<file path="src/rtl/key_conditioner.sv">
// Per-lane key conditioning: two-flop synchroniser, debounce FSM, registered
// level/press/release outputs and a saturating hold-time counter for four lanes.
module key_conditioner #(
  parameter int unsigned DEBOUNCE_CYCLES = 1000000,
  parameter int unsigned HOLD_TICK       = 100000,
  parameter bit          ACTIVE_LOW      = 1'b1
) (
  input  logic        clk,
  input  logic        rst,
  input  logic [3:0]  key_raw,
  output logic [3:0]  key_level,
  output logic [3:0]  key_press,
  output logic [3:0]  key_release,
  output logic [15:0] hold0,
  output logic [15:0] hold1,
  output logic [15:0] hold2,
  output logic [15:0] hold3,
  output logic        any_press
);

  localparam int unsigned DW = (DEBOUNCE_CYCLES > 1) ? $clog2(DEBOUNCE_CYCLES) : 1;
  localparam int unsigned PW = (HOLD_TICK > 1) ? $clog2(HOLD_TICK) : 1;

  localparam logic [DW-1:0] DLAST    = DW'(DEBOUNCE_CYCLES - 1);
  localparam logic [DW-1:0] DONE     = DW'(1);
  localparam logic [PW-1:0] PLAST    = PW'(HOLD_TICK - 1);
  localparam logic [PW-1:0] PONE     = PW'(1);
  localparam logic [3:0]    INACTIVE = ACTIVE_LOW ? 4'hF : 4'h0;

  typedef enum logic [1:0] {
    IDLE,
    PRESS_WAIT,
    DOWN,
    RELEASE_WAIT
  } state_e;

  logic [3:0]    sync1_q, sync2_q;
  logic [3:0]    s;

  state_e        state_q [4];
  state_e        state_d [4];
  logic [DW-1:0] dcnt_q  [4];
  logic [DW-1:0] dcnt_d  [4];
  logic [PW-1:0] pcnt_q  [4];
  logic [PW-1:0] pcnt_d  [4];
  logic [15:0]   hold_q  [4];
  logic [15:0]   hold_d  [4];

  logic [3:0]    level_q, level_d;
  logic [3:0]    press_q, press_d;
  logic [3:0]    release_q, release_d;
  logic          any_press_q;

  // Polarity is folded after the second flop so the FSM always sees 1 = pressed.
  assign s = ACTIVE_LOW ? ~sync2_q : sync2_q;

  always_comb begin
    level_d   = '0;
    press_d   = '0;
    release_d = '0;
    for (int unsigned i = 0; i < 4; i++) begin
      state_d[i] = state_q[i];
      dcnt_d[i]  = dcnt_q[i];
      pcnt_d[i]  = pcnt_q[i];
      hold_d[i]  = hold_q[i];

      unique case (state_q[i])
        IDLE: begin
          if (s[i]) begin
            state_d[i] = PRESS_WAIT;
            dcnt_d[i]  = '0;
          end
        end
        PRESS_WAIT: begin
          if (!s[i]) begin
            state_d[i] = IDLE;
          end else if (dcnt_q[i] == DLAST) begin
            state_d[i] = DOWN;
            press_d[i] = 1'b1;
          end else begin
            dcnt_d[i] = dcnt_q[i] + DONE;
          end
        end
        DOWN: begin
          if (!s[i]) begin
            state_d[i] = RELEASE_WAIT;
            dcnt_d[i]  = '0;
          end
        end
        RELEASE_WAIT: begin
          if (s[i]) begin
            state_d[i] = DOWN;
          end else if (dcnt_q[i] == DLAST) begin
            state_d[i]   = IDLE;
            release_d[i] = 1'b1;
          end else begin
            dcnt_d[i] = dcnt_q[i] + DONE;
          end
        end
        default: state_d[i] = IDLE;
      endcase

      // A release glitch (RELEASE_WAIT -> DOWN) keeps counting without a restart.
      if (press_d[i] || release_d[i]) begin
        hold_d[i] = '0;
        pcnt_d[i] = '0;
      end else if (state_q[i] == DOWN || state_q[i] == RELEASE_WAIT) begin
        if (pcnt_q[i] == PLAST) begin
          pcnt_d[i] = '0;
          if (hold_q[i] != 16'hFFFF) begin
            hold_d[i] = hold_q[i] + 16'd1;
          end
        end else begin
          pcnt_d[i] = pcnt_q[i] + PONE;
        end
      end else begin
        hold_d[i] = '0;
        pcnt_d[i] = '0;
      end

      level_d[i] = (state_d[i] == DOWN) || (state_d[i] == RELEASE_WAIT);
    end
  end

  always_ff @(posedge clk or negedge rst) begin
    if (!rst) begin
      sync1_q     <= INACTIVE;
      sync2_q     <= INACTIVE;
      level_q     <= '0;
      press_q     <= '0;
      release_q   <= '0;
      any_press_q <= 1'b0;
      for (int unsigned i = 0; i < 4; i++) begin
        state_q[i] <= IDLE;
        dcnt_q[i]  <= '0;
        pcnt_q[i]  <= '0;
        hold_q[i]  <= '0;
      end
    end else begin
      sync1_q     <= key_raw;
      sync2_q     <= sync1_q;
      level_q     <= level_d;
      press_q     <= press_d;
      release_q   <= release_d;
      any_press_q <= |press_d;
      for (int unsigned i = 0; i < 4; i++) begin
        state_q[i] <= state_d[i];
        dcnt_q[i]  <= dcnt_d[i];
        pcnt_q[i]  <= pcnt_d[i];
        hold_q[i]  <= hold_d[i];
      end
    end
  end

  assign key_level   = level_q;
  assign key_press   = press_q;
  assign key_release = release_q;
  assign any_press   = any_press_q;
  assign hold0       = hold_q[0];
  assign hold1       = hold_q[1];
  assign hold2       = hold_q[2];
  assign hold3       = hold_q[3];

endmodule

</file>
<file path="config.mk">
export PLATFORM = sky130hd
export DESIGN_NAME = key_conditioner
export DESIGN_NICKNAME = d
export VERILOG_FILES = /design/src/rtl/key_conditioner.sv
export SDC_FILE = /design/constraint.sdc
export NUM_CORES = 1
export LEC_CHECK = 0
export ABC_AREA = 0
export CELL_PAD_IN_SITES_DETAIL_PLACEMENT = 0
export CELL_PAD_IN_SITES_GLOBAL_PLACEMENT = 2
export CORE_UTILIZATION = 38
export DETAILED_ROUTE_END_ITERATION = 7
export GPL_ROUTABILITY_DRIVEN = 0
export PLACE_DENSITY = 0.85
export SLEW_MARGIN = 20
export SYNTH_ARGS = -nofsm -noshare
export SYNTH_HDL_FRONTEND = slang
export SYNTH_SLANG_ARGS = --single-unit
</file>
<file path="constraint.sdc">
create_clock -name clk -period 3.1 [get_ports clk]
set_clock_uncertainty 0.1 [all_clocks]
set_input_delay 0.31 -clock clk [delete_from_list [all_inputs] [get_ports clk]]
set_output_delay 0.31 -clock clk [all_outputs]
set_load 0.05 [all_outputs]
</file>
* Yosys cells after proc, flatten, opt, wreduce, memory -nomap -nowiden *
Index checks and enable logic that the tools add are counted.
W data, S select, Z words.

storage, ports and cells
  bits in registers = 241
  input bits = 6
  output and inout port bits = 77
  word-level logic and storage cells = 216

operators by class
  add/sub/neg operators = 12
  eq/ne operators = 56
  multiplexer cells = 100
  bitwise gates (word level) = 1
  reductions and logical operators = 25

operators with widths
  operator                 count
  $mux W20                 20
  $pmux W20 S4             4
  $mux W16                 16
  $mux W17                 12
  $add A20 B1 Y20 const B  4
  $eq A20 B20 Y1 const B   4
  $add A17 B1 Y17 const B  4
  $eq A17 B17 Y1 const B   4
  $add A16 B1 Y16 const B  4
  $ne A16 B16 Y1 const B   4
  $mux W2                  24
  $eq A2 B2 Y1 const B     16
  $ne A2 B2 Y1 const B     16
  $pmux W2 S4              4
  $ne A3 B2 Y1 const B     8
  $mux W1                  20
  $reduce_and A4 Y1        4
  $logic_or A1 B1 Y1       12
  $eq A2 B1 Y1 const B     4
  $logic_not A2 Y1         4
  $reduce_and A2 Y1        4
  $not A4 Y4               1
  $reduce_or A4 Y1         1

* Logic depth before layout (Yosys ltp) *
Gate-level depths: netlist of the first run.

  depth after elaboration = 7
  depth in mapped cells = 9
  depth with buffers taken out = 6

* Worst setup path before layout of the first run *
OpenSTA, ideal clock, no wires.

  kind = reg-to-reg
  start = register hold_q (netlist bit hold0[2])
  end = register hold_q (netlist bit hold0[1])
  setup time = 0.132 ns
  arrival time = 2.217 ns
  slack = 0.651 ns
  stages on the path, launching flop included = 7
  path buffers = 1
  period minus slack after synthesis = 2.449 ns
  path through = dfrtp_1 -> nand4_1 -> nor4_1 -> nand2b_1 -> clkbuf_1 -> mux2i_1 -> nor2_1

between the ends
  cells in the longest elaborated chain, start to end = 3

RTL lines
  element                          line  RTL
  start, declared                  46    logic [15:0] hold_q [4];
  start signal, assigned by index  150   hold_q[i] <= hold_d[i];
  $ne A16 B16 Y1                   110   if (hold_q[i] != 16'hFFFF) begin
  $ne A3 B2 Y1 (no line)           n/a
  $reduce_and A2 Y1 (no line)      n/a

Every way passes these cells.
A chain may end at the register's enable or synchronous reset.

* Worst setup path in the final report of the first run *
  start = register dcnt_q[10] (netlist name)
  end = register hold_q (netlist bit hold3[8])

between the ends
  cells in the longest elaborated chain, start to end = 7
  elaborated cells between the ends (all ways) = 11

RTL lines
  element                            line    RTL
  start, declared                    42      logic [DW-1:0] dcnt_q [4];
  start signal, assigned by index    148     dcnt_q[i] <= dcnt_d[i];
  $eq A20 B20 Y1 *                   77, 93
  $mux W1 *                          77, 93
  $mux W1, on equally long branches  75, 91
  $mux W1                            67      unique case (state_q[i])
  $logic_or A1 B1 Y1 *               104     if (press_d[i] || release_d[i]) begin
  $ne A3 B2 Y1 (no line)             n/a
  $reduce_and A2 Y1 (no line)        n/a

Mark *: on every way between the ends. The rest lies on a longest branch, timed or not.

==> metrics.txt, run 1 <==
worst vdd ir=0.000356 V; Top delay family on crit path=simple AND/OR/NAND/NOR gates; CTS root buf=clkbuf_16; initial antenna violation count=0; I/O pins=83; Post-synth EDFFs=0; Core Area=roughly 0.032 mm2; number of global-route vias before repair=roughly 9500; post-detailed-route count of antenna-violating nets=0; placed cell count=between 1500 and 2000; Area Overhead vs Synth=18.8%; post-synthesis simple-gate area fraction=0.295; routed len/inst=approximately 15 um; Cells after Synth=~1300; # diodes=0; largest family of logic cells by synthesized area=simple AND/OR/NAND/NOR gates; Lkg Pwr=5.67 nW; CP endpoint kind=register; Relative slew margins=0.443; dpl ws=about 0.46 ns; initial core utilization=0.388; Synth warnings=0; Hold EP=sync1_q[3]; first-pass GRT wire length=about 47000 um; Synth Area in XOR/XNOR=0.0912; total track usage=0.170; R2R depth=5; critical-path maximum fanout=14; IO buf count=82; clock period minus worst slack=around 2.6 ns; Final Worst Setup Slack=about 0.48 ns; Routed Wire Length=27700 um; most frequent cell after synthesis=dfrtp_1; Reg2Reg Setup Slack=between 0.4 and 0.5 ns; clk_lat worst skew=~0.54 ns; Seq/Total Area, Yosys=0.491; hold_sp=key_raw[3]; Synth Register Bits=approximately 240; main flop type after synthesis=dfrtp_1; RSZ-0062 raised after global routing=no; drt pass-1 iters=4; max cap viols=0; Adder-Cell Fraction of Synth Area=0.0122; PwrDens=463 mW/mm2; Compound-Gate Fraction of Synth Area=0.0721; Worst Path Required=roughly 3.4 ns; clock-pin slew on the worst setup and hold paths=~0.06 ns; CTS buffer count=28; row cnt=65; WHS=slightly below 0.08 ns; placed inst area=0.0137 mm2; DIE WIDTH=approximately 180 um; Distinct cells, synth=58; Post-synth ARST share=1.00; RR Endpoint=hold3[8]; Vert. Die Dim=between 150 and 200 um; crit-path max cell delay=just under 0.7 ns; DP Wirelength=approximately 19000 um; top-area cell type share of the netlist area=0.474; post-cts resize count=0; DR iter-0 viols=around 480; Worst-Margin Slew=slightly above 0.8 ns; vias after detailed routing=~10000; fin. max-slew vios=0; largest net degree at the start of global routing=91; Crit Reg-Reg Startpoint=dcnt_q[10]; Hold Path Depth=1; multiplexer share of the synthesized area=0.0157; Mapped Area=0.0123 mm2; DRC Markers=0; CTS tree=yes; die footprint=approximately 0.033 mm2; grt total ovfl=0; endpoints failing hold=0; Highest Clock Rate=382 MHz; fin crit share=0.844; Finished Layout Cells=approximately 1800; Synth area leader=dfrtp_1; slowest cell on the critical path=or4b_2; final net count=about 1400; post-route setup TNS=0 ns; worst-path cell chain=or4b_2 -> nor4_1 -> nand3_1 -> nand2_1 -> nor2_1; vias per inst=between 5 and 6; fin area=~0.015 mm2; most frequent cells after synthesis=dfrtp_1 (233), nor2_1 (172), nand2_1 (104); htree depth=1; layout cells sized above 1=0.0695; Max clock buf depth=3; syn_area_per_cell=~9.5 um2; worst min path class=in -> reg; syn_nets=1313; Setup-failing EPs final=0; Synth area leaders=dfrtp_1 (47%), nor2_1 (5.2%), xnor2_1 (4.6%); Critical path buffers and inverters=0; Critical Path Start Type=register; crit path kind=reg -> reg; status=finished, final reports clean; CP arrival=around 3 ns; clock sinks=241
==> kinds of logic (layout without fill, tap and decap cells) <==
family / after synthesis / count (layout)
and+or+nand+nor: 681 / 681
DFF: 241 / 241
AOI/OAI and AO/OA: 141 / 141
muxes: 19 / 19
buffers and inverters: 73 / 189
xor gates and xnor gates: 128 / 128
adders and majority gates: 12 / 12
==> cell type report <==
cell class / instances / area, um2
flip-flops and latches: 241 / 6040
clock inverters: 9 / 81.3
fillers: 3028 / 17100
multi-input cells: 981 / 5980
well taps: 402 / 503
inverters: 33 / 124
repair buffers: 105 / 1030
clock buffers: 42 / 865
==> through the flow <==
| step | utilization | power, W |
|---|---|---|
| 2_1_floorplan | - | 0.00341 |
| 3_3_place_gp | 0.431 | 0.00353 |
| 3_5_place_dp | 0.431 | 0.00354 |
| 4_1_cts | 0.461 | 0.00689 |
| 5_1_grt | 0.461 | 0.00704 |
| 6_report | 0.461 | 0.00677 |
==> cells in the final DEF, fill, tap and decap left out, types with 29 or more instances in the layout <==
cell,count
clkbuf_16,29
clkdlybuf4s50_1,81
nor2_1,172
a21oi_1,37
o21ai_0,48
nor3_1,50
dfrtp_1,233
nand3_1,95
xor2_1,63
or3_1,31
nand2_1,104
xnor2_1,65
nand4_1,66
and3_1,29
inv_1,33
==> worst max path at each step <==
stage	start	end	depth (start not counted)
after global placement	dcnt_q[10]	hold3[8]	5
after global routing	dcnt_q[10]	hold3[8]	5
after CTS	dcnt_q[10]	hold3[8]	5
final	dcnt_q[10]	hold3[8]	5
after detailed placement	dcnt_q[10]	hold3[12]	5
after floorplan	hold0[2]	hold0[1]	6
==> sequential cells by signal, indices dropped and copies added, names as in the netlist <==
signal	cells
any_press	1
dcnt_q	80
hold0	16
hold1	16
hold2	16
hold3	16
key_level	4
key_press	4
key_release	4
pcnt_q	68
state_q	8
sync1_q	4
sync2_q	4
==> worst register-to-register path: stages (launching register included) <==
cell	delay [ns]
dfrtp_1	0.45
or4b_2	0.68
nor4_1	0.41
nand3_1	0.29
nand2_1	0.46
nor2_1	0.10
==> layer usage <==
layer,part of all wire,global-route usage
met5,0,0
met4,0.018,0.0373
met2,0.46,0.276
met3,0.030,0.0225
met1,0.49,0.242
==> what timing repair did <==
item | 4_1_cts | 5_1_grt
buffers inserted | 0 | 0
hold buffers | 1 | 0
endpoints found under the hold margin | 83 | 0
==> power breakdown <==
part	leakage, nW	internal [W]	switching, W
Combinational	1.89	0.0000756	0.000131
Clock	0.462	0.00200	0.00129
Sequential	3.32	0.00320	0.0000676
Total	5.67	0.00528	0.00149
(Power assumes the default switching activity.)
==> run 2, diff against run 1 <==
- clock period: 3.1 -> 2.65 ns (I/O delays scaled with it)
==> run 2 against run 1 <==
  * Sequential power rose by 17%
  * Combinational power up 18%
  * Count of clock-buffer cells in the layout grew 8
  * Flip-flop and latch count is the same
  * Worst setup slack worse by 0.25 ns
  * Design area increased by 1.1%
  * First-iteration DRC count rose by 11%
  * Clock power rose by 16%
  * Cell count increased by 1.4%
  * Hold slack got worse by 0.034 ns
  * Critical endpoint is now hold3[5]
==> metrics.txt, run 2 (same netlist as run 1, synthesis figures left out) <==
Setup-failing EPs final=0 (unchanged); # diodes=0 (unchanged); Area Overhead vs Synth=20.2% (was 18.8%); DR iter-0 viols=532 (was 478); most common cell after layout, fill and taps aside=dfrtp_1 (unchanged); vias after detailed routing=9721 (was 9729); initial antenna violation count=0 (unchanged); CP arrival=2.77 ns (was 2.92 ns); DP Wirelength=19200 um (was 19100 um); largest net degree at the start of global routing=57 (was 91); clock-pin slew on the worst setup and hold paths=0.06 ns (about the same); post-detailed-route count of antenna-violating nets=0 (unchanged); initial core utilization=0.388 (unchanged); Relative slew margins=0.536 (was 0.443); routed len/inst=15.1 um (was 15.3 um); filler cell count=3077 (was 3028); max reg flops=80 (unchanged); post-route setup TNS=0 ns (unchanged); most flop-heavy register=dcnt_q (unchanged); Worst Path Required=3.01 ns (was 3.41 ns); first-pass GRT wire length=47900 um (was 47400 um); I/O pins=83 (unchanged); clock sinks=241 (unchanged); critical-path maximum fanout=10 (was 14); row cnt=65 (unchanged); Critical Path Start Type=register (unchanged); DIE WIDTH=182 um (unchanged); fin crit share=0.911 (was 0.844); crit path kind=reg -> reg (unchanged); Core Area=0.0317 mm2 (unchanged); total track usage=0.171 (was 0.170); most frequent cells in the layout=dfrtp_1 (233), nor2_1 (172), nand2_1 (104) (unchanged); DRC Markers=0 (unchanged); CTS buffer count=28 (unchanged); largest registers=dcnt_q: 80 flops, pcnt_q: 68 flops (unchanged); clock period minus worst slack=2.41 ns (was 2.62 ns); die footprint=0.0331 mm2 (unchanged); fin. max-slew vios=0 (unchanged); Max clock buf depth=3 (unchanged); Vert. Die Dim=182 um (unchanged); PwrDens=533 mW/mm2 (was 463 mW/mm2); worst min path class=in -> reg (unchanged); vias per inst=5.29 (was 5.37); htree depth=1 (unchanged); Lkg Pwr=5.78 nW (was 5.67 nW); RSZ-0062 raised after global routing=no (unchanged); clk_lat worst skew=0.53 ns (was 0.54 ns); number of global-route vias before repair=9471 (was 9451); fin area=0.0148 mm2 (was 0.0146 mm2); CTS root buf=clkbuf_16 (unchanged); IO buf count=82 (unchanged); Highest Clock Rate=414 MHz (was 382 MHz); Worst-Margin Slew=0.687 ns (was 0.832 ns); post-cts resize count=0 (unchanged); final net count=1432 (was 1408); drt pass-1 iters=5 (was 4); worst vdd ir=0.000469 V (was 0.000356 V); status=finished, final reports clean (unchanged); endpoints failing hold=0 (unchanged); layout cells sized above 1=0.0794 (was 0.0695); CP endpoint kind=register (unchanged); grt total ovfl=0 (unchanged); Routed Wire Length=27700 um (about the same); max cap viols=0 (unchanged); placed inst area=0.0139 mm2 (was 0.0137 mm2); CTS tree=yes (unchanged)
-- run 2: changes by cell type in the layout (fill, tap and decap cells not counted), sizes merged --
cell	delta
inv	-1
buf	+24
clkbuf	+8
clkinvlp	-3
clkinv	-3
-- run 2: path summary, 6_finish.rpt --
| kind | from | to | slack (ns) | depth (start not counted) |
|---|---|---|---|---|
| setup / recovery | pcnt_q[0] | hold3[5] | 0.24 | 6 |
| setup reg to reg | pcnt_q[0] | hold3[5] | 0.24 | 6 |
| hold / removal | key_raw[3] | sync1_q[3] | 0.05 | 1 |
| hold reg to reg | sync1_q[0] | sync2_q[0] | 0.25 | 0 |
| max in group asynchronous | rst | dcnt_q[59] | 1.58 | 3 |
| min in group asynchronous | rst | dcnt_q[14] | 0.13 | 2 |
-- run 2: metrics by stage --
stage	worst slack [ns]	cells	util	total power [W]	hold slack [ns]
6_report	0.237	1838	0.466	0.00787	0.0451
5_1_grt	0.116	1838	0.466	0.00821	0.0290
4_1_cts	0.230	1838	0.466	0.00802	0.0176
3_5_place_dp	0.232	1785	0.437	0.00414	0.107
3_3_place_gp	0.259	1785	0.437	0.00413	0.108
2_1_floorplan	0.201	1295	-	0.00399	-0.131
-- run 2: final cells by class --
class                      count  area [um2]  share of cell area
timing repair buffer         129        1220              0.0824
multi-input combinational    981        5980               0.404
clock inverter                 2        35.0             0.00237
clock buffer                  50         885              0.0598
inverter                      33         124             0.00838
tap                          402         503              0.0340
sequential                   241        6040               0.409
-- run 2: layer usage --
metal  wire length, um  global-route usage
met3               906              0.0253
met1             13900               0.248
met5                 0                   0
met2             12500               0.273
met4               401              0.0346
-- run 2: repair_timing --
action	4_1_cts	5_1_grt
hold endpoints to repair	209	0
hold buffers	1	0
setup buffers	0	0
-- run 2: worst max-delay path: stages (launching register included) --
cell	delay, ns
dfrtp_1	0.38
ha_1	0.24
nand4_1	0.18
or4_4	0.62
a21o_2	0.28
or4_1	0.41
a21oi_1	0.16
-- run 2: report_power, final --
| part | switching, W | internal [W] | total (W) |
|---|---|---|---|
| clock network | 0.00148 | 0.00233 | 0.00381 |
| logic | 0.000151 | 0.0000917 | 0.000243 |
| registers | 0.0000801 | 0.00374 | 0.00382 |
| total | 0.00171 | 0.00616 | 0.00787 |
==> run 3, diff against run 2 <==
- GPL_ROUTABILITY_DRIVEN: 0 -> 1
- RECOVER_POWER: default -> 100
==> run 3 against run 2 <==
  * Non-clock buffer count is the same
  * Sequential power about the same
  * Largest cell class unchanged
  * Register-to-register slack hardly changed
  * Highest routed layer unchanged
==> metrics.txt, run 3 (same netlist as run 1, synthesis figures left out) <==
I/O pins=83 (unchanged); max reg flops=80 (unchanged); # diodes=0 (unchanged); clock-pin slew on the worst setup and hold paths=0.06 ns (about the same); first-pass GRT wire length=47900 um (unchanged); hold_sp=key_raw[3] (unchanged); Setup-failing EPs final=0 (unchanged); vias after detailed routing=9728 (was 9721); Hold Path Depth=1 (unchanged); DIE WIDTH=182 um (unchanged); CTS root buf=clkbuf_16 (unchanged); Hold EP=sync1_q[3] (unchanged); clock sinks=241 (unchanged); RR Endpoint=hold3[5] (unchanged); Core Area=0.0317 mm2 (unchanged); Lkg Pwr=5.99 nW (was 5.78 nW); crit path kind=reg -> reg (unchanged); Vert. Die Dim=182 um (unchanged); worst min path class=in -> reg (unchanged); vias per inst=5.29 (about the same); Critical Path Start Type=register (unchanged); most common cell after layout, fill and taps aside=dfrtp_1 (unchanged); fin crit share=0.916 (was 0.911); Reg2Reg Setup Slack=0.22 ns (was 0.24 ns); layout cells sized above 1=0.0682 (was 0.0794); cts hold-fix bufs=1 (unchanged); crit-path max cell delay=0.62 ns (about the same); routed len/inst=15.0 um (was 15.1 um); WHS=0.182 ns (was 0.0451 ns); Setup Fix Bufs, Post-CTS=0 (unchanged); Highest Clock Rate=412 MHz (was 414 MHz); post-detailed-route count of antenna-violating nets=0 (unchanged); R2R depth=6 (unchanged); CP arrival=2.79 ns (was 2.77 ns); total track usage=0.171 (unchanged); IO buf count=82 (unchanged); DP Wirelength=19200 um (unchanged); worst vdd ir=0.000468 V (was 0.000469 V); Crit Reg-Reg Startpoint=pcnt_q[0] (unchanged); critical-path maximum fanout=10 (unchanged); post-route setup TNS=0 ns (unchanged); initial antenna violation count=0 (unchanged); RePlAce Congestion=around 0.8; status=finished, final reports clean (unchanged); initial core utilization=0.388 (unchanged); most flop-heavy register=dcnt_q (unchanged); CTS buffer count=28 (unchanged); Multi-input gate area=0.00597 mm2 (was 0.00598 mm2); CP endpoint kind=register (unchanged); DR iter-0 viols=584 (was 532); worst-path cell chain=ha_1 -> nand4_1 -> or4_4 -> a21o_1 -> or4_1 -> a21oi_1 (was ha_1 -> nand4_1 -> or4_4 -> a21o_2 -> or4_1 -> a21oi_1); most frequent cells in the layout=dfrtp_1 (233), nor2_1 (172), nand2_1 (104) (unchanged); DRC Markers=0 (unchanged); Worst-Margin Slew=1.23 ns (was 0.687 ns); Top delay family on crit path=simple AND/OR/NAND/NOR gates (unchanged); fin. max-slew vios=0 (unchanged); row cnt=65 (unchanged); grt total ovfl=0 (unchanged); PwrDens=536 mW/mm2 (was 533 mW/mm2); slowest cell on the critical path=or4_4 (unchanged); max cap viols=0 (unchanged); final net count=1432 (unchanged); Worst Path Required=3.01 ns (about the same); largest registers=dcnt_q: 80 flops, pcnt_q: 68 flops (unchanged); die footprint=0.0331 mm2 (unchanged); Routed Wire Length=27600 um (was 27700 um); Area Overhead vs Synth=19.3% (was 20.2%); filler cell count=3097 (was 3077); Relative slew margins=0.183 (was 0.536); htree depth=1 (unchanged); clock period minus worst slack=2.43 ns (was 2.41 ns); Critical path buffers and inverters=0 (unchanged); clk_lat worst skew=0.53 ns (about the same); endpoints failing hold=0 (unchanged); drt pass-1 iters=5 (unchanged); CTS tree=yes (unchanged); largest net degree at the start of global routing=57 (unchanged); number of global-route vias before repair=9471 (unchanged); Max clock buf depth=3 (unchanged); RSZ-0062 raised after global routing=no (unchanged); Reg area=0.00604 mm2 (unchanged); post-cts resize count=0 (unchanged)
## run 3: changes by cell type in the layout (fill, tap and decap cells not counted), sizes merged
cell | previous run | this run
clkdlybuf4s50 | 81 | 0
dlygate4sd3 | 1 | 82
buf | 47 | 22
clkbuf | 50 | 75
## run 3: area by class of cell
cell class                      count  area share
Multi-Input combinational cell    981       0.407
Clock buffer                       50      0.0603
Tap cell                          402      0.0343
Sequential cell                   241       0.412
Clock inverter                      2     0.00239
Inverter                           33     0.00845
Timing Repair Buffer              129      0.0753
## run 3: worst register-to-register path: cells and delay by family, from the launching register on
kind / cells / cell delay (ns)
compound gates: 2 / 0.43
fa+ha+maj: 1 / 0.24
flops: 1 / 0.38
simple gates: 3 / 1.22
## run 3: how the worst max path moves through the flow
| stage | from | to | cells past startpoint |
|---|---|---|---|
| floorplan | hold0[2] | hold0[1] | 6 |
| CTS | pcnt_q[0] | hold3[5] | 6 |
| finish | pcnt_q[0] | hold3[5] | 6 |
| global route | pcnt_q[0] | hold3[5] | 6 |
| global placement | pcnt_q[0] | hold3[5] | 6 |
| detailed placement | pcnt_q[0] | hold3[5] | 6 |
## run 3: power by group
| part | internal (W) | switching [W] | total (W) |
|---|---|---|---|
| registers | 0.00374 | 0.0000802 | 0.00382 |
| clock network | 0.00233 | 0.00147 | 0.00380 |
| logic | 0.0000800 | 0.000150 | 0.000230 |
| total | 0.00615 | 0.00170 | 0.00785 |
## run 3: metal layers
layer / global-route usage / share of wire
met2: 0.273 / 0.45
met3: 0.0253 / 0.033
met1: 0.248 / 0.50
met4: 0.0346 / 0.014
met5: 0 / 0
## run 3: through the flow
stage / cell area (um2) / cells / util / power (W) / setup slack (ns)
after global placement: 13900 / 1785 / 0.437 / 0.00413 / 0.259
after CTS: 14800 / 1838 / 0.466 / 0.00802 / 0.230
final: 14700 / 1838 / 0.462 / 0.00785 / 0.224
after global routing: 14700 / 1838 / 0.462 / 0.00820 / 0.105
after detailed placement: 13900 / 1785 / 0.437 / 0.00414 / 0.232
after floorplan: 12300 / 1295 / - / 0.00399 / 0.201
